### config.mk
export PLATFORM = sky130hd
export DESIGN_NAME = pc_sequencer
export DESIGN_NICKNAME = d
export VERILOG_FILES = /design/src/rtl/pc_sequencer.sv
export SDC_FILE = /design/constraint.sdc
export NUM_CORES = 1
export LEC_CHECK = 0
export ABC_AREA = 1
export CAP_MARGIN = 0
export CORE_ASPECT_RATIO = 0.7
export CORE_UTILIZATION = 27
export DETAILED_ROUTE_END_ITERATION = 7
export SLEW_MARGIN = 20
export SYNTH_ARGS = -nofsm -noshare
export SYNTH_HDL_FRONTEND = slang
export SYNTH_SLANG_ARGS = --single-unit
export TNS_END_PERCENT = 10
### constraint.sdc
create_clock -name clk -period 2.1 [get_ports clk]
set_input_delay 0.21 -clock clk [delete_from_list [all_inputs] [get_ports clk]]
set_output_delay 0.21 -clock clk [all_outputs]
set_load 0.01 [all_outputs]
### src/rtl/pc_sequencer.sv
// Fetch-stage PC sequencer: boot cycle, stall hold, branch/jump redirect, saturating redirect counter.
// Optional branch-likely nullification is enabled by defining PC_SEQ_LIKELY_EN.
module pc_sequencer #(
  parameter logic [31:0] RESET_PC = 32'h0000_3000,
  parameter int          CNT_W    = 16
) (
  input  logic             clk,
  input  logic             reset_n,
  input  logic             stall_d,
  input  logic             br_en,
  input  logic             cmp_out,
  input  logic [31:0]      br_offset,
  input  logic             jmp_en,
  input  logic [31:0]      jmp_target,
  input  logic [31:0]      pc_d,
`ifdef PC_SEQ_LIKELY_EN
  input  logic             br_likely,
`endif
  output logic [31:0]      pc_f,
  output logic             pc_f_valid,
  output logic             redirect,
  output logic [31:0]      link_addr,
  output logic [CNT_W-1:0] br_taken_cnt,
  output logic             flush_f
);

  typedef enum logic [1:0] {
    ST_BOOT = 2'b00,
    ST_RUN  = 2'b01,
    ST_HOLD = 2'b10
  } state_t;

  state_t             r_state;
  state_t             w_state_nxt;
  logic [31:0]        r_pc_f;
  logic [CNT_W-1:0]   r_cnt;
  logic               w_active;
  logic               w_advance;
  logic               w_br_taken;
  logic               w_redirect;
  logic [31:0]        w_off_sh;
  logic [31:0]        w_br_target;
  logic [31:0]        w_pc_nxt;
  logic [31:0]        w_pc_load;

  assign w_active    = (r_state == ST_RUN) || (r_state == ST_HOLD);
  assign w_advance   = w_active && !stall_d;
  assign w_br_taken  = br_en && cmp_out;
  assign w_redirect  = w_advance && (jmp_en || w_br_taken);
  assign w_off_sh    = br_offset << 2;
  assign w_br_target = pc_d + 32'd4 + w_off_sh;

  // Jump outranks a branch when the decoder (wrongly) asserts both.
  always_comb begin
    w_pc_nxt = r_pc_f + 32'd4;
    if (jmp_en) begin
      w_pc_nxt = jmp_target;
    end else if (w_br_taken) begin
      w_pc_nxt = w_br_target;
    end
  end

  assign w_pc_load = w_pc_nxt & 32'hFFFF_FFFC;

  always_comb begin
    w_state_nxt = r_state;
    case (r_state)
      ST_BOOT: w_state_nxt = ST_RUN;
      ST_RUN:  w_state_nxt = stall_d ? ST_HOLD : ST_RUN;
      ST_HOLD: w_state_nxt = stall_d ? ST_HOLD : ST_RUN;
      default: w_state_nxt = ST_BOOT;
    endcase
  end

  always_ff @(posedge clk or negedge reset_n) begin
    if (!reset_n) begin
      r_state <= ST_BOOT;
    end else begin
      r_state <= w_state_nxt;
    end
  end

  // The PC only moves on non-stalled RUN/HOLD cycles; BOOT keeps RESET_PC for the first fetch.
  always_ff @(posedge clk or negedge reset_n) begin
    if (!reset_n) begin
      r_pc_f <= RESET_PC;
    end else if (w_advance) begin
      r_pc_f <= w_pc_load;
    end
  end

  always_ff @(posedge clk or negedge reset_n) begin
    if (!reset_n) begin
      r_cnt <= '0;
    end else if (w_redirect && !(&r_cnt)) begin
      r_cnt <= r_cnt + 1'b1;
    end
  end

  assign pc_f         = r_pc_f;
  assign pc_f_valid   = w_active;
  assign redirect     = w_redirect;
  assign link_addr    = pc_d + 32'd8;
  assign br_taken_cnt = r_cnt;

`ifdef PC_SEQ_LIKELY_EN
  // A not-taken branch-likely squashes its delay slot; the PC still falls through.
  assign flush_f = w_advance && br_en && br_likely && !cmp_out;
`else
  assign flush_f = 1'b0;
`endif

endmodule

==> results.rst, run 1 <==
.. list-table::
   :header-rows: 1

   * - Metric
     - Value
   * - Vias in the first global route
     - ~6,900
   * - Clock Sink Count
     - 48
   * - R2R Setup Slk
     - around 0.1 ns
   * - Critical path data arrival time
     - 2.23 ns
   * - Core Util, Final
     - 0.4697
   * - Global-route usage over all layers
     - 0.1942
   * - Leakage component of the power
     - 0.005173 uW
   * - DRC violation total after the first TritonRoute iteration
     - approximately 550
   * - Worst path max stage delay
     - a little over 0.5 ns
   * - Adder-Cell Fraction of Synth Area
     - 0.1243
   * - Capturing point of the worst reg2reg path
     - pc_f[21]$_DFFE_PN0P_
   * - Crit path to
     - pc_f[31]$_DFFE_PN0P_
   * - Area growth from synthesis to layout
     - 68.51%
   * - Share of the synthesized area in the top cell type
     - 0.1900
   * - Post-layout min period
     - approximately 2 ns
   * - Number of instances in the synthesized netlist
     - roughly 1,000
   * - Total chip power
     - 7231 uW
   * - Clock network latency to the later pin of the worst-skew pair
     - 0.30 ns
   * - Routability congestion estimate from global placement
     - around 0.93
   * - Avg Inst Size Synth
     - 6.120 um2
   * - Clock Tree Buf Depth
     - 2
   * - Ranking of synthesized cells by instance count
     - nand2_1 (324), inv_1 (129), nor2_1 (126), nand3_1 (81), ha_1 (62)
   * - Highest routing layer actually used
     - met4
   * - Count of flip-flops with a built-in enable after synthesis
     - 0
   * - Unique masters post-synth
     - 41
   * - Cell type contributing the most total cell area after synthesis
     - nand2_1
   * - Crit start category
     - input port
   * - HPWL reported at the end of detailed placement
     - between 15,000 and 20,000 um
   * - Most numerous cell in the Yosys netlist
     - nand2_1
   * - Pin count of the biggest net entering global routing
     - 43
   * - Buf/Inv on CP
     - 2
   * - Final routed DRC violation total
     - 0
   * - Root buffer cell
     - clkbuf_16
   * - Number of nets in the layout
     - 1,506
   * - Critical path startpoint
     - br_offset[19]
   * - Post-detailed-routing wire length
     - 25,000 um
   * - Unrepaired setup endpoints after global routing
     - yes
   * - Diodes inserted
     - 0
   * - Cell family contributing the most delay on the critical path
     - simple AND/OR/NAND/NOR gates
   * - Worst-path clk slew
     - 0.07 ns
   * - Number of core rows
     - 46
   * - Fraction of the mapped netlist area in compound gates
     - 0.09011
   * - GRT Residual Overflow
     - 0
   * - Max-slew violations
     - 0
   * - Number of top-level pins
     - between 150 and 200
   * - Cell area after placement
     - 0.009379 mm2
   * - Total length of routed met3 wires
     - around 1900 um
   * - Initial antenna violation count
     - 0
   * - Die area
     - roughly 0.024 mm2
   * - Via/cell ratio
     - ~4.7
   * - Worst-path fanout max
     - 4
   * - Placed cell count
     - 1,635
   * - Portion of the post-synthesis area used by sequential elements
     - 0.1880
   * - Post-route clock skew
     - about 0.013 ns
   * - Power per Cell Area
     - approximately 670 mW/mm2
   * - Path category of the worst min-delay check
     - in2async
   * - Result of the run
     - finished clean
   * - Average detailed-routed wire length per instance
     - 15.11 um
   * - Count of final hold-check violations
     - 0
   * - Largest family of logic cells by synthesized area
     - simple AND/OR/NAND/NOR gates
   * - Worst R2R Start
     - pc_f[13]$_DFFE_PN1P_
   * - Post-synth design cell area
     - 0.006401 mm2
   * - Final period util
     - 0.9697
   * - Final non-filler cell area
     - 0.01079 mm2
   * - Share of final-layout standard cells stronger than drive strength 1
     - 0.2608
   * - Setup TNS
     - 0 ns
   * - Data required time at the worst endpoint
     - around 2.3 ns
   * - Basic-gate share of the synthesized area counting and, or, nand and nor cells
     - 0.4189
   * - Leading cell types by total area after synthesis
     - nand2_1 (19%), dfrtp_1 (18%), ha_1 (12%), inv_1 (7.6%), nor2_1 (7.4%)
   * - Maximum capacitance violations
     - 0
   * - Mux cell area share after synthesis
     - 0
   * - Yosys warning total
     - 0
   * - Top FF cell, synth
     - dfrtp_1
   * - Total iterations of the first detailed-routing run
     - 5
   * - Length of routed wiring on met1
     - approximately 12,000 um
   * - Slowest cell on the critical path
     - clkdlybuf4s50_1
   * - Synth Area in XOR/XNOR
     - 0.08346
   * - Non-filler cells in the finished layout
     - approximately 1,700
   * - IR Drop Worst-Case VDD
     - 414.2 uV
   * - Chip Width
     - approximately 190 um
   * - CP Class
     - in2reg
   * - Maximum clock frequency
     - 491.1 MHz
   * - Total clock buffers created by CTS
     - 5
   * - Clock tree from TritonCTS
     - yes
   * - Fill count
     - roughly 2,300
   * - Setup-failing EPs final
     - 0
   * - Buffers added on ports
     - 173
   * - Die H
     - 130.8 um
   * - Antenna violation net count after detailed routing
     - 0
   * - Total number of H-tree levels
     - 2
   * - Instance count on the critical path
     - 15
   * - Share of synthesized registers carrying an async set or reset
     - 1.000
   * - Worst Reg2Reg Path Length in Cells
     - 9
   * - Ordered list of cells on the worst path
     - clkdlybuf4s50_1 -> ha_4 -> ha_4 -> nand2_1 -> buf_4 -> nor2_2 -> nand3_2 -> nor2_1 -> nand2_1 -> nand2_1 -> nand2_1 -> nand3_1 -> nand3_1 -> nand2_1 -> nand2_1
   * - Total via count after detailed routing
     - ~7,800
   * - Element type at the critical path end
     - register
   * - First-pass GRT wire length
     - 36,640 um
   * - Synth Register Bits
     - 48
   * - Cell repeated most along the worst path
     - nand2_1
   * - Core box area
     - 0.02296 mm2
   * - Initial core utilization
     - 0.2787
   * - DR WL met2
     - 10,540 um
## stage by stage
| step | hold slack, ns | worst slack [ns] |
|---|---|---|
| floorplan | -0.08559 | 0.04522 |
| global placement | 0.1907 | -0.8264 |
| detailed placement | 0.1882 | -0.8489 |
| CTS | 0.4110 | -0.08942 |
| global route | 0.4200 | -0.03601 |
| finish | 0.3911 | 0.06366 |
## cell usage in the layout (no fill, tap or decap), types with 3 or more instances in the layout
| cell type | netlist | routed |
|---|---|---|
| a21oi_1 | 50 | 36 |
| a21oi_2 | 0 | 11 |
| a21oi_4 | 1 | 4 |
| buf_2 | 1 | 9 |
| buf_4 | 6 | 129 |
| buf_6 | 0 | 4 |
| clkbuf_16 | 0 | 5 |
| clkbuf_2 | 0 | 5 |
| clkdlybuf4s50_1 | 0 | 105 |
| conb_1 | 1 | 3 |
| dfrtp_1 | 46 | 46 |
| dlygate4sd2_1 | 0 | 22 |
| dlymetal6s2s_1 | 0 | 29 |
| ha_1 | 62 | 8 |
| ha_4 | 0 | 53 |
| inv_1 | 129 | 125 |
| inv_2 | 2 | 6 |
| nand2_1 | 324 | 293 |
| nand2_2 | 4 | 30 |
| nand2_4 | 0 | 5 |
| nand3_1 | 81 | 59 |
| nand3_2 | 4 | 21 |
| nand3_4 | 1 | 6 |
| nand3b_1 | 7 | 7 |
| nand4_1 | 18 | 18 |
| nor2_1 | 126 | 100 |
| nor2_2 | 3 | 21 |
| nor2_4 | 3 | 11 |
| nor3_1 | 26 | 20 |
| nor3_2 | 2 | 5 |
| nor3_4 | 1 | 4 |
| o211ai_1 | 7 | 7 |
| o21ai_0 | 37 | 28 |
| o21ai_1 | 0 | 8 |
| o22ai_1 | 3 | 3 |
| xnor2_1 | 17 | 17 |
| xor2_1 | 44 | 44 |
## state kept, by name, indices dropped and copies added, names as in the netlist
signal        count
pc_f             30
br_taken_cnt     16
r_state           2
## per-layer routing
| metal | vias up | GRT usage |
|---|---|---|
| met3 | 7 | 0.03575 |
| met5 | - | 0 |
| met4 | 0 | 0.01639 |
| met1 | 3588 | 0.3044 |
| li1 | 3956 | - |
| met2 | 253 | 0.2790 |
## report_power, final
| part | switching [uW] | leakage [uW] | internal, uW |
|---|---|---|---|
| Sequential | 535 | 0.000581 | 1300 |
| Combinational | 2380 | 0.00452 | 2150 |
| Clock | 389 | 0.0000766 | 472 |
## cells by family after synthesis
logic type | after synthesis
other cells | 1
fa+ha+maj | 63
buf+inv | 155
simple gates | 613
xor+xnor | 61
flops | 48
compound gates | 105
## worst min path at each step
stage | start | to | cells past startpoint
finish | reset_n | br_taken_cnt[8]$_DFFE_PN0P_ | 2
global route | reset_n | br_taken_cnt[12]$_DFFE_PN0P_ | 2
CTS | reset_n | br_taken_cnt[8]$_DFFE_PN0P_ | 2
detailed placement | reset_n | br_taken_cnt[8]$_DFFE_PN0P_ | 1
global placement | reset_n | br_taken_cnt[8]$_DFFE_PN0P_ | 1
floorplan | reset_n | br_taken_cnt[0]$_DFFE_PN0P_ | 0
## what timing repair did
item	4_1_cts	5_1_grt
endpoints found under the setup margin	52	39
setup buffers	2	8
hold endpoints to repair	17	0
pin swaps	25	59
hold buffers	1	0
resized for setup	140	169
## cell type report
| cell class | instances | area (um2) | share of cell area |
|---|---|---|---|
| inverters | 132 | 495.5 | 0.04593 |
| well taps | 312 | 390.4 | 0.03619 |
| clock buffers | 6 | 138.9 | 0.01288 |
| flip-flops and latches | 48 | 1204 | 0.1116 |
| repair buffers | 309 | 2771 | 0.2569 |
| multi-input cells | 845 | 5777 | 0.5356 |
| clock inverters | 2 | 10.01 | 0.0009280 |
(Power assumes the default switching activity.)
==> run 2: changes to the inputs <==
--- a/config.mk
+++ b/config.mk
@@ -6,7 +6,7 @@
 export NUM_CORES = 1
 export LEC_CHECK = 0
 export ABC_AREA = 1
-export CAP_MARGIN = 0
+export CAP_MARGIN = 20
 export CORE_ASPECT_RATIO = 0.7
 export CORE_UTILIZATION = 27
 export DETAILED_ROUTE_END_ITERATION = 7
==> results of run 2 <==
The final DEF is identical to that of run 1; final timing and power are the same.
